### src/rtl/riscv_pkg.sv
// Shared RV32I load/store encodings, LSU state type and access-legality helper.
package riscv_pkg;

    localparam logic [2:0] F3_B  = 3'd0;
    localparam logic [2:0] F3_H  = 3'd1;
    localparam logic [2:0] F3_W  = 3'd2;
    localparam logic [2:0] F3_BU = 3'd4;
    localparam logic [2:0] F3_HU = 3'd5;

    typedef enum logic [1:0] {
        ST_IDLE,
        ST_REQ,
        ST_RESP,
        ST_DONE
    } lsu_state_t;

    // True when the access must be refused: bad alignment, or a funct3 with no
    // meaning for this direction (unsigned variants exist only for loads).
    function automatic logic access_bad(input logic we, input logic [2:0] f3,
                                        input logic [1:0] addr_lo);
        logic bad;
        bad = 1'b1;
        case (f3)
            F3_B:    bad = 1'b0;
            F3_H:    bad = addr_lo[0];
            F3_W:    bad = (addr_lo != 2'b00);
            F3_BU:   bad = we;
            F3_HU:   bad = we | addr_lo[0];
            default: bad = 1'b1;
        endcase
        return bad;
    endfunction

endpackage

### src/rtl/lsu_align.sv
// Combinational lane steering: store byte enables / replicated data, load extract and extend.
module lsu_align
    import riscv_pkg::*;
(
    input  logic [2:0]  funct3,
    input  logic [1:0]  addr_lo,
    input  logic [31:0] st_data,
    input  logic [31:0] ld_word,
    output logic [3:0]  st_be,
    output logic [31:0] st_wdata,
    output logic [31:0] ld_data
);

    logic [31:0] ld_shift;

    always_comb begin
        st_be    = 4'b1111;
        st_wdata = st_data;
        case (funct3[1:0])
            2'd0: begin
                st_be    = 4'b0001 << addr_lo;
                st_wdata = {4{st_data[7:0]}};
            end
            2'd1: begin
                st_be    = addr_lo[1] ? 4'b1100 : 4'b0011;
                st_wdata = {2{st_data[15:0]}};
            end
            default: ;
        endcase
    end

    assign ld_shift = ld_word >> {addr_lo, 3'b000};

    always_comb begin
        ld_data = ld_shift;
        case (funct3)
            F3_B:    ld_data = {{24{ld_shift[7]}}, ld_shift[7:0]};
            F3_H:    ld_data = {{16{ld_shift[15]}}, ld_shift[15:0]};
            F3_BU:   ld_data = {24'd0, ld_shift[7:0]};
            F3_HU:   ld_data = {16'd0, ld_shift[15:0]};
            default: ld_data = ld_shift;
        endcase
    end

endmodule

### src/rtl/load_store_unit.sv
// Multi-cycle data-memory stage: one outstanding req/gnt/rvalid access, stalls the
// core until completion and hands load results to the register file.
module load_store_unit
    import riscv_pkg::*;
#(
    parameter int TIMEOUT_CYCLES = 255
) (
    input  logic        clk,
    input  logic        rst,
    input  logic        req_valid,
    output logic        req_ready,
    input  logic        req_we,
    input  logic [2:0]  req_funct3,
    input  logic [31:0] req_addr,
    input  logic [31:0] req_wdata,
    input  logic [4:0]  req_rd,
    output logic        stall,
    output logic        done,
    output logic        mem_req,
    output logic        mem_we,
    output logic [31:0] mem_addr,
    output logic [3:0]  mem_be,
    output logic [31:0] mem_wdata,
    input  logic        mem_gnt,
    input  logic        mem_rvalid,
    input  logic [31:0] mem_rdata,
    output logic        wb_we,
    output logic [4:0]  wb_wa,
    output logic [31:0] wb_wd,
    output logic        err_misaligned,
    output logic        err_timeout
);

    localparam logic [15:0] CNT_LAST = 16'(TIMEOUT_CYCLES - 1);

    lsu_state_t  state_q, state_d;
    logic [15:0] cnt_q, cnt_d;
    logic        err_mis_q, err_mis_d;
    logic        err_to_q, err_to_d;
    logic        we_q, we_d;
    logic [2:0]  funct3_q, funct3_d;
    logic [31:0] addr_q, addr_d;
    logic [31:0] wdata_q, wdata_d;
    logic [4:0]  rd_q, rd_d;
    logic [31:0] data_q, data_d;

    logic [3:0]  st_be;
    logic [31:0] st_wdata;
    logic [31:0] ld_data;
    logic        in_idle, in_req, in_resp, in_done;

    lsu_align u_align (
        .funct3   (funct3_q),
        .addr_lo  (addr_q[1:0]),
        .st_data  (wdata_q),
        .ld_word  (mem_rdata),
        .st_be    (st_be),
        .st_wdata (st_wdata),
        .ld_data  (ld_data)
    );

    always_comb begin
        state_d   = state_q;
        cnt_d     = cnt_q;
        err_mis_d = err_mis_q;
        err_to_d  = err_to_q;
        we_d      = we_q;
        funct3_d  = funct3_q;
        addr_d    = addr_q;
        wdata_d   = wdata_q;
        rd_d      = rd_q;
        data_d    = data_q;
        case (state_q)
            ST_IDLE: begin
                if (req_valid) begin
                    we_d      = req_we;
                    funct3_d  = req_funct3;
                    addr_d    = req_addr;
                    wdata_d   = req_wdata;
                    rd_d      = req_rd;
                    err_to_d  = 1'b0;
                    err_mis_d = access_bad(req_we, req_funct3, req_addr[1:0]);
                    state_d   = err_mis_d ? ST_DONE : ST_REQ;
                end
            end
            ST_REQ: begin
                if (mem_gnt) begin
                    cnt_d   = 16'd0;
                    state_d = we_q ? ST_DONE : ST_RESP;
                end
            end
            ST_RESP: begin
                // A response on the final permitted cycle still counts as success.
                if (mem_rvalid) begin
                    data_d  = ld_data;
                    state_d = ST_DONE;
                end else if (cnt_q == CNT_LAST) begin
                    err_to_d = 1'b1;
                    state_d  = ST_DONE;
                end else begin
                    cnt_d = cnt_q + 16'd1;
                end
            end
            default: state_d = ST_IDLE;
        endcase
    end

    always_ff @(posedge clk) begin
        if (rst) begin
            state_q   <= ST_IDLE;
            cnt_q     <= 16'd0;
            err_mis_q <= 1'b0;
            err_to_q  <= 1'b0;
        end else begin
            state_q   <= state_d;
            cnt_q     <= cnt_d;
            err_mis_q <= err_mis_d;
            err_to_q  <= err_to_d;
        end
    end

    always_ff @(posedge clk) begin
        we_q     <= we_d;
        funct3_q <= funct3_d;
        addr_q   <= addr_d;
        wdata_q  <= wdata_d;
        rd_q     <= rd_d;
        data_q   <= data_d;
    end

    assign in_idle = (state_q == ST_IDLE);
    assign in_req  = (state_q == ST_REQ);
    assign in_resp = (state_q == ST_RESP);
    assign in_done = (state_q == ST_DONE);

    assign req_ready      = in_idle;
    assign stall          = (req_valid & in_idle) | in_req | in_resp;
    assign done           = in_done;
    assign mem_req        = in_req;
    assign mem_we         = in_req & we_q;
    assign mem_addr       = in_req ? {addr_q[31:2], 2'b00} : 32'd0;
    assign mem_be         = in_req ? st_be : 4'd0;
    assign mem_wdata      = in_req ? st_wdata : 32'd0;
    assign err_misaligned = in_done & err_mis_q;
    assign err_timeout    = in_done & err_to_q;
    assign wb_we          = in_done & ~we_q & ~err_mis_q & ~err_to_q & (rd_q != 5'd0);
    assign wb_wa          = wb_we ? rd_q : 5'd0;
    assign wb_wd          = wb_we ? data_q : 32'd0;

endmodule

### config.mk
export PLATFORM = sky130hd
export DESIGN_NAME = load_store_unit
export DESIGN_NICKNAME = d
export VERILOG_FILES = /design/src/rtl/riscv_pkg.sv /design/src/rtl/lsu_align.sv /design/src/rtl/load_store_unit.sv
export SDC_FILE = /design/constraint.sdc
export NUM_CORES = 1
export LEC_CHECK = 0
export ABC_AREA = 1
export CORE_MARGIN = 1
export CORE_UTILIZATION = 49
export CTS_CLUSTER_SIZE = 16
export DETAILED_ROUTE_END_ITERATION = 16
export GPL_TIMING_DRIVEN = 0
export PLACE_DENSITY_LB_ADDON = 0.25
export SYNTH_ARGS = -nofsm -noshare
export SYNTH_HDL_FRONTEND = slang
export SYNTH_SLANG_ARGS = --single-unit
### constraint.sdc
create_clock -name clk -period 5.85 [get_ports clk]
set_clock_uncertainty 0.1 [all_clocks]
set_input_delay 1.4625 -clock clk [delete_from_list [all_inputs] [get_ports clk]]
set_output_delay 1.4625 -clock clk [all_outputs]
set_load 0.1 [all_outputs]
==> results.md, run 1 <==
- Post-layout instance area: 9170 µm²
- DRT Pass-1 Iters: 5
- Clk sinks: 125
- Vias per cell: 4.92
- Largest area contributor in the netlist: edfxtp_1
- Non-Filler Instances: 1121
- Initial antenna violation count: 0
- DR iter-0 viols: 316
- Routed WL: 16500 µm
- Overall power: 5020 µW
- Dpl hpwl: 12200 µm
- Tmin final: 5.09 ns
- CP cell instances: ha_1 -> clkbuf_1 -> clkbuf_1 -> o21ai_0 -> nor2_1 -> clkdlybuf4s50_1
- GRT Util Overall: 26.6%
- Family with the most delay on the worst path: buffers and inverters
- Commonest cells in the netlist: nand2_1 (147), nor2_1 (128), inv_1 (125), edfxtp_1 (105), o21ai_0 (42)
- Worst hold slack: 0.352 ns
- Root Driver: clkbuf_16
- CTS Hold Bufs: 0
- Postcts setup bufs: 0
- Most used cell, CP: clkbuf_1
- GRT Residual Overflow: 0
- Count of cell types in the netlist: 36
- Die Y: 114 µm
- Peak supply drop: 0.436 mV
- Die ar.: 12900 µm²
- Post-synth EDFFs: 105
- CTS Buf Count: 17
- Drt drc: 0
- Synth area leaders: edfxtp_1 (52%), nand2_1 (9.0%), nor2_1 (7.9%), inv_1 (7.7%), dfxtp_1 (6.5%)
- Initial core utilization: 50.7%
- Final period util: 87.0%
- GPL Wtd Cong: 0.890
- Clock-pin slew of the registers on the worst-case setup and hold paths: 0.06 ns
- Input/output buffers: 220
- Crit-path max FO: 10
- Crit path kind: reg2out
- Layout area overhead: 50.0%
- Bufs on Longest Clock Path: 2
- Reg-to-Reg Start: state_q[0]
- Hold path start: cnt_q[7]
- Largest net degree at the start of global routing: 76
- Post-layout nets: 1057
- Outcome: completed
- H-Tree Depth: 4
- Row count: 40
- Final Hold Viols: 0
- #FFs+latches synth: 125
- Flop2flop setup slack: 3.47 ns
- Most frequent cell after synthesis: nand2_1
- Vias in the first global route: 5491
- Post-synth top flop: edfxtp_1
- Dpl cells: 1088
- TritonCTS clock tree: done
- Vias: 5517
- Avg WL per Cell: 14.7 µm
- CP Data Required Time: 4.29 ns
- Post-synth top area share: 51.6%
- Antenna cells: 0
- Synth Instances: 699
- Synth Warn #: 0
- RSZ-0062 raised after global routing: false
- Worst hold endpoint: cnt_q[7]
- Share of layout cells above drive strength 1: 6.51%
- Syn_area_per_cell: 8.75 µm²
- Worst-Margin Slew: 1.04 ns
- Routed Antenna Nets: 0
- Critical Path Slowest Stage Cell: clkdlybuf4s50_1
- Clk Latency, worst-skew pair: 0.41 ns
- Maximum Capacitance Violations: 0
- Setup tns final: 0 ns
- Critical path arrival: 3.53 ns
- Crit path largest cell delay: 1.14 ns
- # IOs: 223
- Final setup viols: 0
- Pins Over Slew Limit: 0
- Placed instance area: 8530 µm²
- Worst setup SP type: flop
- R2R Path End: cnt_q[10]
- CORE AREA: 12100 µm²
- Worst Hold Class: reg2reg
- R2R depth: 9
- PostCTS Resize Cnt: 0
- Leak: 0.00397 µW
- Fmax achieved: 196 MHz
- Die Width: 114 µm
- PwrDens: 547 nW/µm²
- Cell Area, Synth: 6110 µm²
- Register area share after synthesis: 58.1%
- CP Capture Type: output port
- Ys async rst share: 0%
- Buf/Inv on CP: 3
- Slew HR: 30.7%
- Hold Path Cell Cnt: 2
- First-pass GRT wire length: 26300 µm
-- power breakdown --
group | internal [µW] | leakage [µW] | switching [µW]
Clock | 711 | 0.000293 | 370
Combinational | 582 | 0.00252 | 2070
Sequential | 1210 | 0.00115 | 75.5
-- sequential cells by signal, indices dropped and copies added (netlist names) --
| signal | flops |
|---|---|
| rd_q | 5 |
| err_to_q | 1 |
| funct3_q | 3 |
| wdata_q | 32 |
| cnt_q | 16 |
| err_mis_q | 1 |
| state_q | 2 |
| data_q | 32 |
| addr_q | 32 |
| we_q | 1 |
-- layout by cell type, fill, tap and decap left out, types with 17 or more instances in the layout --
cell and instances:
clkbuf_16 17, nand3_1 18, edfxtp_1 105, nand2_1 147, o21ai_0 42, a21oi_1 18
dfxtp_1 20, clkdlybuf4s50_1 220, nor2_1 128, inv_1 123
-- per-stage QoR --
step	util, %	setup WS [ns]
2_1_floorplan	-	0.555
3_3_place_gp	70.7	1.04
3_5_place_dp	70.7	0.982
4_1_cts	75.8	0.689
5_1_grt	76.0	0.593
6_report	76.0	0.758
-- per-layer routing --
layer  vias to the layer above  wire (µm)  track usage, %
met2                       249       8320            47.0
met4                         0        518            12.7
met3                        39       1190            6.43
met1                      2512       6480            30.4
li1                       2717          -               -
met5                         -          0               0
-- worst min-delay path, cell delays in order (launching register included) --
cell     delay [ns]
dfxtp_1        0.31
inv_1          0.05
a21oi_1        0.05
-- cell families after synthesis --
| family | synth area share [%] |
|---|---|
| and+or+nand+nor | 21.8 |
| buffers and inverters | 10.1 |
| DFF | 58.1 |
| AOI/OAI and AO/OA | 8.25 |
| adders and majority gates | 1.43 |
| xor gates and xnor gates | 0.287 |
| other | 0.0613 |
-- final cells by class --
type,instances,area (µm²)
Fill cell,879,2890
Timing Repair Buffer,221,2230
Buffer,23,124
Inverter,131,494
Clock inverter,11,168
Multi-Input combinational cell,421,1950
Sequential cell,125,3550
Clock buffer,21,440
Tap cell,168,210
-- worst max-delay path by stage --
stage	to	start	depth (start not counted)	slack [ns]
6_report	mem_wdata[22]	state_q[0]	6	0.76
5_1_grt	mem_wdata[23]	state_q[0]	6	0.59
4_1_cts	mem_wdata[22]	state_q[0]	6	0.69
3_5_place_dp	stall	req_valid	4	0.98
3_3_place_gp	stall	req_valid	4	1.04
2_1_floorplan	mem_wdata[15]	state_q[1]	5	0.56
(Power assumes the default switching activity.)
==> run 2, diff against run 1 <==
--- a/config.mk
+++ b/config.mk
@@ -6,6 +6,7 @@
 export NUM_CORES = 1
 export LEC_CHECK = 0
 export ABC_AREA = 1
+export ABC_CLOCK_PERIOD_IN_PS = 5850
 export CORE_MARGIN = 1
 export CORE_UTILIZATION = 49
 export CTS_CLUSTER_SIZE = 16
==> results of run 2 <==
No change in the layout: final DEF, timing and power equal those of run 1.
